$ cat src/rtl/edge_evt_pkg.sv
// Shared types for the edge-event controller.
// The FSM state and the presented-event record live here.
package edge_evt_pkg;

    localparam int CH_MAX_W = 5;

    typedef enum logic {
        IDLE,
        VALID
    } state_t;

    typedef struct packed {
        logic [CH_MAX_W-1:0] ch;
        logic                rise;
        logic                fall;
    } evt_t;

endpackage

$ cat src/rtl/edge_chan_capture.sv
// One channel: synchroniser, edge detect, pending latch and sticky overflow.
module edge_chan_capture (
    input  logic clk,
    input  logic reset,
    input  logic a,
    input  logic rise_en,
    input  logic fall_en,
    input  logic load,
    input  logic ovf_clr,
    output logic pend_r,
    output logic pend_f,
    output logic ovf
);

    logic s1, s2, prev;
    logic rise_det, fall_det;
    logic ovf_set;

    assign rise_det = s2 & ~prev & rise_en;
    assign fall_det = ~s2 & prev & fall_en;
    // A detect in the load cycle refills the bit, so only an unloaded hit is lost
    assign ovf_set = ~load & ((rise_det & pend_r) | (fall_det & pend_f));

    always_ff @(posedge clk or posedge reset) begin
        if (reset) begin
            s1     <= 1'b0;
            s2     <= 1'b0;
            prev   <= 1'b0;
            pend_r <= 1'b0;
            pend_f <= 1'b0;
            ovf    <= 1'b0;
        end else begin
            s1   <= a;
            s2   <= s1;
            prev <= s2;
            if (rise_det)
                pend_r <= 1'b1;
            else if (load || !rise_en)
                pend_r <= 1'b0;
            if (fall_det)
                pend_f <= 1'b1;
            else if (load || !fall_en)
                pend_f <= 1'b0;
            if (ovf_set)
                ovf <= 1'b1;
            else if (ovf_clr)
                ovf <= 1'b0;
        end
    end

endmodule

$ cat src/rtl/edge_event_arbiter.sv
// Multi-channel edge-event controller with a round-robin shared event port.
module edge_event_arbiter
    import edge_evt_pkg::*;
#(
    parameter  int NUM_CH = 4,
    localparam int CH_W   = $clog2(NUM_CH)
) (
    input  logic              clk,
    input  logic              reset,
    input  logic [NUM_CH-1:0] a_i,
    input  logic [NUM_CH-1:0] rise_en,
    input  logic [NUM_CH-1:0] fall_en,
    output logic              evt_valid,
    input  logic              evt_ready,
    output logic [CH_W-1:0]   evt_ch,
    output logic              evt_rise,
    output logic              evt_fall,
    output logic [NUM_CH-1:0] ovf,
    input  logic [NUM_CH-1:0] ovf_clr
);

    localparam logic [NUM_CH-1:0] ONE = {{(NUM_CH-1){1'b0}}, 1'b1};

    logic [NUM_CH-1:0] pend_r, pend_f, pend, load;
    logic [CH_W-1:0]   rr_ptr, winner, idx, next_ptr;
    logic              found, take;
    state_t            state;
    evt_t              evt_q, evt_nxt;
    logic              unused_ch;

    for (genvar c = 0; c < NUM_CH; c++) begin : g_ch
        edge_chan_capture u_cap (
            .clk     (clk),
            .reset   (reset),
            .a       (a_i[c]),
            .rise_en (rise_en[c]),
            .fall_en (fall_en[c]),
            .load    (load[c]),
            .ovf_clr (ovf_clr[c]),
            .pend_r  (pend_r[c]),
            .pend_f  (pend_f[c]),
            .ovf     (ovf[c])
        );
    end

    assign pend = pend_r | pend_f;

    // First pending channel at or after rr_ptr, wrapping to 0
    always_comb begin
        winner = '0;
        found  = 1'b0;
        idx    = '0;
        for (int i = 0; i < NUM_CH; i++) begin
            if (int'(rr_ptr) + i >= NUM_CH)
                idx = CH_W'(int'(rr_ptr) + i - NUM_CH);
            else
                idx = CH_W'(int'(rr_ptr) + i);
            if (!found && pend[idx]) begin
                found  = 1'b1;
                winner = idx;
            end
        end
    end

    assign take     = found && (state == IDLE || evt_ready);
    assign load     = take ? (ONE << winner) : '0;
    assign next_ptr = (winner == CH_W'(NUM_CH - 1)) ? '0 : winner + 1'b1;
    assign evt_nxt  = '{ch:   CH_MAX_W'(winner),
                        rise: pend_r[winner],
                        fall: pend_f[winner]};

    always_ff @(posedge clk or posedge reset) begin
        if (reset) begin
            state  <= IDLE;
            evt_q  <= '0;
            rr_ptr <= '0;
        end else begin
            unique case (state)
                IDLE: begin
                    if (found) begin
                        evt_q  <= evt_nxt;
                        rr_ptr <= next_ptr;
                        state  <= VALID;
                    end
                end
                VALID: begin
                    if (evt_ready) begin
                        if (found) begin
                            evt_q  <= evt_nxt;
                            rr_ptr <= next_ptr;
                        end else begin
                            state <= IDLE;
                        end
                    end
                end
                default: state <= IDLE;
            endcase
        end
    end

    assign evt_valid = (state == VALID);
    assign evt_ch    = evt_q.ch[CH_W-1:0];
    assign evt_rise  = evt_q.rise;
    assign evt_fall  = evt_q.fall;
    assign unused_ch = ^evt_q.ch;

endmodule

$ cat config.mk
export PLATFORM = sky130hd
export DESIGN_NAME = edge_event_arbiter
export DESIGN_NICKNAME = d
export VERILOG_FILES = /design/src/rtl/edge_evt_pkg.sv /design/src/rtl/edge_chan_capture.sv /design/src/rtl/edge_event_arbiter.sv
export SDC_FILE = /design/constraint.sdc
export NUM_CORES = 1
export LEC_CHECK = 0
export BUFFER_PORTS_ARGS = -buffer_cell sky130_fd_sc_hd__buf_2
export CAP_MARGIN = 20
export CORE_MARGIN = 5
export CORE_UTILIZATION = 53
export DETAILED_ROUTE_END_ITERATION = 12
export PLACE_DENSITY = 0.74
export SYNTH_ARGS = -nofsm -noshare
export SYNTH_HDL_FRONTEND = slang
export SYNTH_SLANG_ARGS = --single-unit
$ cat constraint.sdc
create_clock -name clk -period 2.2 [get_ports clk]
set_clock_uncertainty 0.05 [all_clocks]
set_input_delay 0.22 -clock clk [delete_from_list [all_inputs] [get_ports clk]]
set_output_delay 0.22 -clock clk [all_outputs]
set_load 0.005 [all_outputs]
---- Word-level counts from Yosys, hierarchy flattened ----
Index checks and enable logic that the tools add are counted.
Widths: inputs -> output; s select.
word-level totals
  ROM bits ................................ 0
  memories ................................ 0
  logic and storage cells ................. 190
  bits in writable memories ............... 0
  input bits .............................. 19
  bits in registers ....................... 34
  bits in latches ......................... 0
cells by class
  mux-type cells .......................... 59
  $lt $le $gt $ge ......................... 9
  bitwise logic cells ..................... 46
  eq/ne operators ......................... 2
  multiply operators ...................... 0
  shifts and indexed selects .............. 1
  reductions and logical operators ........ 36
  div/mod/pow operators ................... 0
  add/subtract/negate cells ............... 8
operators with widths
  cell                 count
  $mux 1               36
  $and 1x1->1          28
  $reduce_bool 2->1    12
  $mux 2               11
  $lt 2x3->1 const B   5
  $mux 7               2
  $pmux 7 s2           1
  $not 1->1            13
  $bmux 1 s2           6
  $logic_not 1->1      11
  $ge 3x3->1 const B   3
  $logic_or 1x1->1     9
  $sub 2x1->2 const B  4
  $add 2x2->3 const B  2
  $logic_and 1x1->1    4
  $mux 4               1
  $or 1x1->1           4
  $or 4x4->4           1
  $pmux 2 s2           1
  $shl 1x2->4 const A  1
  $add 2x1->3 const B  1
  $ge 2x3->1 const B   1
  $add 2x1->2 const B  1
  $eq 2x2->1 const B   1
  other kinds (2)      2

---- Logic depth before layout (Yosys ltp) ----
Gate-level depths: netlist (run 1).
  word-level depth ........................ 19
  mapped depth ............................ 5

---- Hierarchy ----
Synthesis (run 1) repeated with hierarchy kept, for this count alone.
unflattened totals
  cell total of the unflattened synthesis .. 134
  area total of the unflattened synthesis .. 1470.2 µm²
by module, submodules not included
  module              instances  cells an instance  seq. area each (µm²)  area each (µm²)
  edge_chan_capture   4          18                 150.1                 234.0
  edge_event_arbiter  1          62                 175.2                 534.3

---- Least setup slack after synthesis (run 1) ----
No wires, ideal clock.
  path type ............................... reg2reg
  start ................................... register g_ch[3].u_cap.pend_r
  end ..................................... register g_ch[0].u_cap.ovf
  arrival ................................. 1410 ps
  clock period less this slack ............ 1593 ps
  buffers on the path ..................... 0
  stages on the path, launching flop included .. 6
  setup slack ............................. 607 ps
  required time ........................... 2017 ps
  cells stage by stage .................... dfrtp_1 -> or2_2 -> o211ai_1 -> a22o_2 -> nor3b_2 -> o22ai_2
on the way
  longest elaborated chain between the ends .. 18
RTL lines
  what                                                     line                                                source
  start: declaration                                       edge_chan_capture.sv:10                             output logic pend_r,
  start signal: assignment                                 edge_chan_capture.sv:29                             pend_r <= 1'b0;
  start signal: assignment                                 edge_chan_capture.sv:37                             pend_r <= 1'b1;
  start signal: assignment                                 edge_chan_capture.sv:39                             pend_r <= 1'b0;
  $or 4x4->4 *                                             edge_event_arbiter.sv:46                            assign pend = pend_r | pend_f;
  $bmux 1 s2                                               edge_event_arbiter.sv:58                            if (!found && pend[idx]) begin
  $mux 1 (not written as such)                             edge_event_arbiter.sv:58
  $mux 1                                                   edge_event_arbiter.sv:58
  $logic_not 1->1                                          edge_event_arbiter.sv:58
  $logic_and 1x1->1                                        edge_event_arbiter.sv:58
  $mux 1                                                   edge_event_arbiter.sv:58
  $logic_not 1->1                                          edge_event_arbiter.sv:58
  [... 2 more ...]                                         -
  $logic_not 1->1                                          edge_event_arbiter.sv:58
  $logic_and 1x1->1                                        edge_event_arbiter.sv:58
  $mux 2 / $mux 1 (equally long branches)                  edge_event_arbiter.sv:58
  $shl 1x2->4 / $logic_and 1x1->1 (equally long branches)  edge_event_arbiter.sv:66, edge_event_arbiter.sv:65
  $mux 4 *                                                 edge_event_arbiter.sv:66                            assign load = take ? (ONE << winner) : '0;
  $not 1->1 *                                              edge_chan_capture.sv:22                             assign ovf_set = ~load & ((rise_det & pend_r) | (fall_det & pend_f));
  $and 1x1->1 *                                            edge_chan_capture.sv:22
  $mux 1 / $reduce_bool 2->1 (equally long branches)       -
  end signal: assignment                                   edge_chan_capture.sv:31                             ovf <= 1'b0;
  end signal: assignment                                   edge_chan_capture.sv:45                             ovf <= 1'b1;
  end signal: assignment                                   edge_chan_capture.sv:47                             ovf <= 1'b0;
  end: declaration                                         edge_chan_capture.sv:12                             output logic ovf
Every way passes the cells marked *; elsewhere a longest branch is shown, timed or not. The select of a mux whose other input is x is not followed.
A chain may end at the register's enable or synchronous reset.

---- Worst setup path after layout (run 1) ----
  start ................................... register g_ch[2].u_cap.pend_r
  end ..................................... register g_ch[0].u_cap.ovf
on the way
  longest elaborated chain between the ends .. 18
RTL lines
  what                                                     line
  start: declaration                                       edge_chan_capture.sv:10
  start signal: assignment                                 edge_chan_capture.sv:29
  start signal: assignment                                 edge_chan_capture.sv:37
  start signal: assignment                                 edge_chan_capture.sv:39
  $or 4x4->4 *                                             edge_event_arbiter.sv:46
  $bmux 1 s2                                               edge_event_arbiter.sv:58
  $mux 1 (not written as such)                             edge_event_arbiter.sv:58
  $mux 1                                                   edge_event_arbiter.sv:58
  $logic_not 1->1                                          edge_event_arbiter.sv:58
  $logic_and 1x1->1                                        edge_event_arbiter.sv:58
  $mux 1                                                   edge_event_arbiter.sv:58
  $logic_not 1->1                                          edge_event_arbiter.sv:58
  [... 2 more ...]                                         -
  $logic_not 1->1                                          edge_event_arbiter.sv:58
  $logic_and 1x1->1                                        edge_event_arbiter.sv:58
  $mux 2 / $mux 1 (equally long branches)                  edge_event_arbiter.sv:58
  $shl 1x2->4 / $logic_and 1x1->1 (equally long branches)  edge_event_arbiter.sv:66, edge_event_arbiter.sv:65
  $mux 4 *                                                 edge_event_arbiter.sv:66
  $not 1->1 *                                              edge_chan_capture.sv:22
  $and 1x1->1 *                                            edge_chan_capture.sv:22
  $mux 1 / $reduce_bool 2->1 (equally long branches)       -
Marks and branches as above.

==> results of run 1 <==
[repair_timing]
item | in CTS | in global routing
hold buffers | 6 | 1
setup buffers | 0 | 0
resized for setup | 0 | 0
endpoints found under the hold margin | 36 | 1
[layer usage]
layer  routed length (um)  vias up  part of all wire [%]
met5                    0        -                     0
met3                  191        7                   6.5
li1                     -      565                     -
met1                 1218      536                    42
met2                 1457       40                    50
met4                   66        0                   2.2
[worst reg2reg max path: stages, from the launching register on]
cell and delay, ns:
dfrtp_1 0.46, o21bai_1 0.42, o311ai_4 0.23, and2_4 0.20, nor3b_2 0.33, o22ai_2 0.12
[power breakdown]
part / switching [mW] / internal [mW]
sequential: 0.0811 / 0.658
clock: 0.194 / 0.268
combinational: 0.255 / 0.218
[cells in the mapped netlist (2+ instances only)]
| master | instances |
|---|---|
| nor2b_1 | 6 |
| o21ai_1 | 10 |
| inv_1 | 6 |
| o211ai_1 | 2 |
| nand3b_1 | 2 |
| nand2_1 | 25 |
| a21oi_1 | 2 |
| nor3b_1 | 2 |
| buf_4 | 4 |
| and3_1 | 4 |
| o22ai_1 | 3 |
| a31oi_1 | 8 |
| dfrtp_1 | 31 |
| o21a_1 | 2 |
| nor2_1 | 7 |
| a21boi_0 | 2 |
| o21bai_1 | 3 |
[layout make-up]
class | count | area, um2 | share of cell area [%]
flip-flops and latches | 31 | 775.7 | 44.70
multi-input cells | 97 | 593.1 | 34.17
repair buffers | 36 | 220.2 | 12.69
clock buffers | 6 | 51.30 | 2.956
well taps | 30 | 37.54 | 2.163
inverters | 6 | 22.52 | 1.298
clock inverters | 2 | 35.03 | 2.019
[through the flow]
stage	power [mW]	utilization [%]
after global routing	1.793	68.80
after detailed placement	1.213	62.60
final	1.675	68.80
after CTS	1.689	68.40
after global placement	1.196	62.60
after floorplan	1.069	-
[final timing paths]
| check | to | start | slack (ns) | depth (start not counted) |
|---|---|---|---|---|
| hold / removal | g_ch[0].u_cap.ovf | ovf_clr[0] | 0.03 | 2 |
| setup / recovery | g_ch[0].u_cap.ovf | g_ch[2].u_cap.pend_r | 0.26 | 5 |
| hold reg to reg | g_ch[1].u_cap.s2 | g_ch[1].u_cap.s1 | 0.31 | 0 |
| min in group asynchronous | g_ch[0].u_cap.s1 | reset | 0.43 | 4 |
| setup reg to reg | g_ch[0].u_cap.ovf | g_ch[2].u_cap.pend_r | 0.26 | 5 |
| max in group asynchronous | g_ch[0].u_cap.pend_f | reset | 1.38 | 4 |
[sequential cells by signal, indices dropped and copies added, names as in the netlist]
signal	count
g_ch.u_cap.ovf	4
g_ch.u_cap.s2	4
rr_ptr	2
evt_ch	2
g_ch.u_cap.pend_f	4
g_ch.u_cap.pend_r	4
g_ch.u_cap.s1	4
evt_valid	1
evt_rise	1
evt_fall	1
g_ch.u_cap.prev	4
[logic make-up after synthesis]
logic type / share of synthesized area, %
DFF: 54.58
and+or+nand+nor: 22.54
AOI/OAI and AO/OA: 19.19
buffers and inverters: 3.697
==> parameters.txt, run 1 <==
Parameter                              Value

Run status
  Run status ... finished, final reports clean

Worst setup path
  Crit path max-delay cell type ... dfrtp_1
  Crit Path Category ... register to register
  CP top delay family ... compound AO/OA/AOI/OAI gates
  Required time at the endpoint of the critical path ... 2.36 ns
  Cells along the critical path ... o21bai_1, o311ai_4, and2_4, nor3b_2, o22ai_2
  Slowest cell delay on critical path ... 0.46 ns
  Worst path arrival time ... 2.09 ns
  Type of element launching the critical path ... register
  Highest net fanout along the worst path ... 6
  Number of buffers and inverters on the critical path ... 0
  Kind of end point of the critical path ... register

Timing
  Portion of the clock cycle consumed by the worst path in the final layout ... 87.99%
  Unrepaired setup endpoints after global routing ... false
  Count of final hold-check violations ... 0
  Final setup slack of the worst path ... 0.2642 ns
  Final slew viol count ... 0
  Worst max-slew margin expressed relative to the limit ... 62.63%
  Post-route minimum period ... 1.936 ns
  Slew @ Worst Pin ... 0.5559 ns
  Sum Neg Setup Slack ... 0 ns
  Final setup viols ... 0
  Worst hold slack ... 0.02807 ns
  Peak clock frequency supported by timing ... 516.6 MHz

Route
  Final routed wirelength across all metal layers ... 2934 um
  Detailed Routing Iterations Pass 1 ... 4
  Starting DRC count in detailed routing ... 49
  Via density ... 5.519
  DRC errors left ... 0
  Vias after detailed routing ... 1148
  Drt wl/cell ... 14.11 um
  Number of routed nets with antenna violations ... 0

Logic synthesis
  Instance count of the mapped netlist ... 138
  Yosys cell types ... 36
  Total nets after synthesis ... 157
  Primary flip-flop cell chosen by synthesis mapping ... dfrtp_1
  Mapped cell area ... 1421 um2
  Count of synthesis-stage warnings from yosys ... 0
  Sequential area share after synthesis ... 54.58%
  Mean instance size in the synthesized netlist ... 10.30 um2
  Synth top area cells ... dfrtp_1, nand2_1, a31oi_1
  Yosys reg bits ... 31
  EDFF count, synth ... 0
  Async set-reset flop share out of synthesis ... 100.0%
  Share of Yosys cell area claimed by the top area cell type ... 54.58%
  Yosys top cell by area ... dfrtp_1

Global route
  GRT Util Overall ... 18.83%
  Met2 track demand over resource ... 31.54%
  Grt ovf ... 0
  Busiest grt layer ... met2
  Met1 demand-to-capacity share in global routing ... 21.78%
  Met3 Usage GRT ... 4.752%
  Pin count of the biggest net entering global routing ... 32
  Via count of the first global-routing pass ... 1129
  Wire length of the first global-routing pass ... 5112 um
  Initial antenna violation count ... 0

CTS
  Clock transition at the register clock pins on the worst setup and hold paths after CTS ... 0.10 ns
  Clk sink count ... 31
  H-tree level count ... 2
  Clock tree from TritonCTS ... yes
  CTS root buffer ... clkbuf_4
  Clock latency on the worst-skew pair ... 0.33 ns
  Bufs on Longest Clock Path ... 2
  Number of buffers added by the clock tree synthesis step ... 5

Floorplan
  Number of I/O pins ... 28
  Placeable core area ... 2522 um2
  Die area ... 3817 um2
  Site row count ... 18
  Initial core utilization ... 56.35%
  Die width ... 61.79 um
  Die Y-Extent ... 61.79 um

Layout
  Commonest cells after routing, fill and taps aside ... dfrtp_1, buf_2, nand2_1
  Layout Nets ... 196
  Number of diodes added for antenna fixing ... 0
  Non-filler instance count after layout ... 208
  Area growth, synth to finish ... 22.09%
  Leading cell type in the layout, fill and taps excluded ... dfrtp_1
  Fill cells ... 202
  Ratio of cells with drive above 1 in the final layout ... 28.09%
  Total non-filler cell area in the finished layout ... 1735 um2

Pwr
  P per Cell Area ... 965.0 nW/um2
  Static Leakage ... 0.8110 nW
  Peak ir drop on the vdd network ... 0.0007098 V

Placement
  Number of port buffers ... 27
  Placed insts ... 193
  RePlAce Congestion ... 0.8792
  Dpl hpwl ... 2107 um
  Setup WS pre-CTS ... 0.3137 ns
  Placement Cell Area ... 1579 um2

Run
  Max-Cap Viols ... 0

Worst hold path
  Hold crit path type ... input port to register
Power figures use the tool's default switching activity.
==> inputs of run 2 (changes only) <==
--- a/config.mk
+++ b/config.mk
@@ -5,12 +5,12 @@
 export SDC_FILE = /design/constraint.sdc
 export NUM_CORES = 1
 export LEC_CHECK = 0
-export BUFFER_PORTS_ARGS = -buffer_cell sky130_fd_sc_hd__buf_2
 export CAP_MARGIN = 20
 export CORE_MARGIN = 5
-export CORE_UTILIZATION = 53
+export CORE_UTILIZATION = 60
 export DETAILED_ROUTE_END_ITERATION = 12
-export PLACE_DENSITY = 0.74
+export DONT_BUFFER_PORTS = 1
+export PLACE_DENSITY = 0.73
 export SYNTH_ARGS = -nofsm -noshare
 export SYNTH_HDL_FRONTEND = slang
 export SYNTH_SLANG_ARGS = --single-unit
==> run 2 against run 1 <==
  * Via count shrank 3.7%
  * Final area down 4.0%
  * Total power is 11% lower
  * Critical path depth did not move
  * Die area fell by 9.8%
  * Clock-buffer cell count did not move
  * Maximum frequency is 5.3% higher
  * Global-route usage up 1.0 points
  * Clock power down 30%
  * Register-to-register slack improved by 0.097 ns
  * Critical endpoint is now g_ch[1].u_cap.ovf
==> parameters.txt, run 2 (synthesis results as in run 1) <==
Parameter                              Value

Run status
  Run status ... finished, final reports clean

Placement
  RePlAce Congestion ... 0.8395 (-4.5%)
  Number of port buffers ... 0 (-100%)
  Placement Cell Area ... 1441 um2 (-8.7%)
  Dpl hpwl ... 1869 um (-11%)

Route
  Vias after detailed routing ... 1105 (-3.7%)
  Drt wl/cell ... 15.31 um (+8.5%)
  Starting DRC count in detailed routing ... 20 (-59%)
  Detailed Routing Iterations Pass 1 ... 4 (unchanged)
  DRC errors left ... 0 (unchanged)
  Via density ... 5.847 (+5.9%)
  Number of routed nets with antenna violations ... 0 (unchanged)
  Final routed wirelength across all metal layers ... 2893 um (-1.4%)

Timing
  Slew @ Worst Pin ... 0.5463 ns (-0.009613 ns)
  Final slew viol count ... 0 (unchanged)
  Unrepaired setup endpoints after global routing ... false
  Portion of the clock cycle consumed by the worst path in the final layout ... 83.60% (-4.4 points)
  Peak clock frequency supported by timing ... 543.7 MHz (+5.3%)
  Worst max-slew margin expressed relative to the limit ... 63.28% (+0.65 points)
  Final setup viols ... 0 (unchanged)
  Count of final hold-check violations ... 0 (unchanged)
  Sum Neg Setup Slack ... 0 ns (unchanged)
  Post-route minimum period ... 1.839 ns (-0.09657 ns)

Global route
  Met2 track demand over resource ... 32.38% (+0.84 points)
  Wire length of the first global-routing pass ... 5085 um (-0.53%)
  Met1 demand-to-capacity share in global routing ... 23.19% (+1.4 points)
  Via count of the first global-routing pass ... 1149 (+1.8%)
  GRT Util Overall ... 19.88% (+1.0 points)
  Grt ovf ... 0 (unchanged)
  Initial antenna violation count ... 0 (unchanged)
  Met3 Usage GRT ... 6.360% (+1.6 points)
  Pin count of the biggest net entering global routing ... 32 (unchanged)
  Busiest grt layer ... met2

Worst hold path
  Worst-case hold path end point ... g_ch[0].u_cap.ovf
  Hold crit path type ... input port to register
  Worst hold path depth ... 2 (unchanged)
  Startpoint of the lowest-slack hold path ... rise_en[0]

Worst setup path
  Kind of end point of the critical path ... register
  Slowest cell delay on critical path ... 0.49 ns (+0.03 ns)
  CP top delay family ... compound AO/OA/AOI/OAI gates
  Worst reg-to-reg setup slack ... 0.36 ns (+0.10 ns)
  Number of buffers and inverters on the critical path ... 0 (unchanged)
  Capture point of the worst reg-to-reg path ... g_ch[1].u_cap.ovf
  Required time at the endpoint of the critical path ... 2.37 ns (about the same)
  Highest net fanout along the worst path ... 7 (+1)
  Worst path arrival time ... 2.01 ns (-0.08 ns)
  Crit path max-delay cell type ... dfrtp_1
  Crit Path Category ... register to register
  Cells along the critical path ... o21bai_1, o211ai_1, a22o_2, nor3_2, o22ai_1
  Type of element launching the critical path ... register
  Cell depth of the worst flop-to-flop path ... 5 (unchanged)
  Worst reg2reg path startpoint ... g_ch[0].u_cap.pend_r

CTS
  Bufs on Longest Clock Path ... 2 (unchanged)
  Clock transition at the register clock pins on the worst setup and hold paths after CTS ... 0.10 ns (about the same)
  Quantity of gates resized following cts ... 0 (unchanged)
  Clock tree from TritonCTS ... yes
  Clk sink count ... 31 (unchanged)
  Number of buffers added by the clock tree synthesis step ... 5 (unchanged)
  Number of hold-repair buffers added at the cts stage ... 17 (+11)
  Number of buffers inserted by post-CTS setup repair ... 0 (unchanged)
  CTS root buffer ... clkbuf_4
  H-tree level count ... 2 (unchanged)
  Clock latency on the worst-skew pair ... 0.33 ns (about the same)

Layout
  Leading cell type in the layout, fill and taps excluded ... dfrtp_1
  Layout Nets ... 179 (-8.7%)
  Total non-filler cell area in the finished layout ... 1665 um2 (-4.0%)
  Commonest cells after routing, fill and taps aside ... dfrtp_1, nand2_1, dlygate4sd3_1
  Ratio of cells with drive above 1 in the final layout ... 13.66% (-14 points)
  Area growth, synth to finish ... 17.17%
  Number of diodes added for antenna fixing ... 0 (unchanged)

Floorplan
  Number of I/O pins ... 28 (unchanged)
  Placeable core area ... 2233 um2 (-11%)
  Die Y-Extent ... 58.67 um (-5.0%)
  Die width ... 58.67 um (-5.0%)
  Site row count ... 17 (-1)
  Initial core utilization ... 63.64% (+7.3 points)
  Die area ... 3442 um2 (-9.8%)

Run
  Max-Cap Viols ... 0 (unchanged)

Pwr
  Peak ir drop on the vdd network ... 0.0006250 V (-12%)
  Static Leakage ... 0.7212 nW (-11%)
  P per Cell Area ... 899.4 nW/um2 (-6.8%)
[run 2: layout make-up]
type / instances / area, um2
Inverter: 6 / 22.52
Fill cell: 166 / 568.0
Sequential cell: 31 / 775.7
Timing Repair Buffer: 19 / 185.2
Clock buffer: 6 / 41.29
Clock inverter: 2 / 12.51
Tap cell: 28 / 35.03
Multi-Input combinational cell: 97 / 593.1
[run 2: worst register-to-register path: cells and delay by family (launching register included)]
family	cells	cell delay (ns)
AOI/OAI and AO/OA	4	0.95
DFF	1	0.49
and+or+nand+nor	1	0.24
[run 2: metal layers]
| layer | share of wire, % | up-vias |
|---|---|---|
| met1 | 41 | 526 |
| met4 | 2.7 | 0 |
| met3 | 7.4 | 12 |
| met5 | 0 | - |
| li1 | - | 531 |
| met2 | 49 | 36 |
[run 2: worst max-delay path by stage]
| stage | start | endpoint | cells after the start |
|---|---|---|---|
| floorplan | g_ch[3].u_cap.pend_r | g_ch[0].u_cap.ovf | 5 |
| global placement | g_ch[3].u_cap.pend_r | g_ch[0].u_cap.ovf | 5 |
| detailed placement | g_ch[2].u_cap.pend_r | g_ch[0].u_cap.ovf | 5 |
| CTS | g_ch[0].u_cap.pend_r | g_ch[1].u_cap.ovf | 5 |
| global route | g_ch[0].u_cap.pend_r | g_ch[1].u_cap.ovf | 5 |
| finish | g_ch[0].u_cap.pend_r | g_ch[1].u_cap.ovf | 5 |
[run 2: where the power goes]
part	internal [mW]	switching, mW	total (mW)
combinational	0.190	0.227	0.417
clock	0.123	0.201	0.324
sequential	0.659	0.0982	0.757
total	0.972	0.526	1.50
[run 2: per-stage QoR]
step           cells  util, %  hold WS [ns]  power [mW]  worst slack, ns
3_3_place_gp     164    64.54        0.1579       1.143           0.4115
3_5_place_dp     164    64.54        0.1659       1.152           0.4347
2_1_floorplan    138        -        0.2014       1.069           0.6073
6_report         189    74.57       0.02312       1.498           0.3607
4_1_cts          189    74.57       0.01084       1.508           0.3604
5_1_grt          189    74.57       0.02480       1.608           0.1807
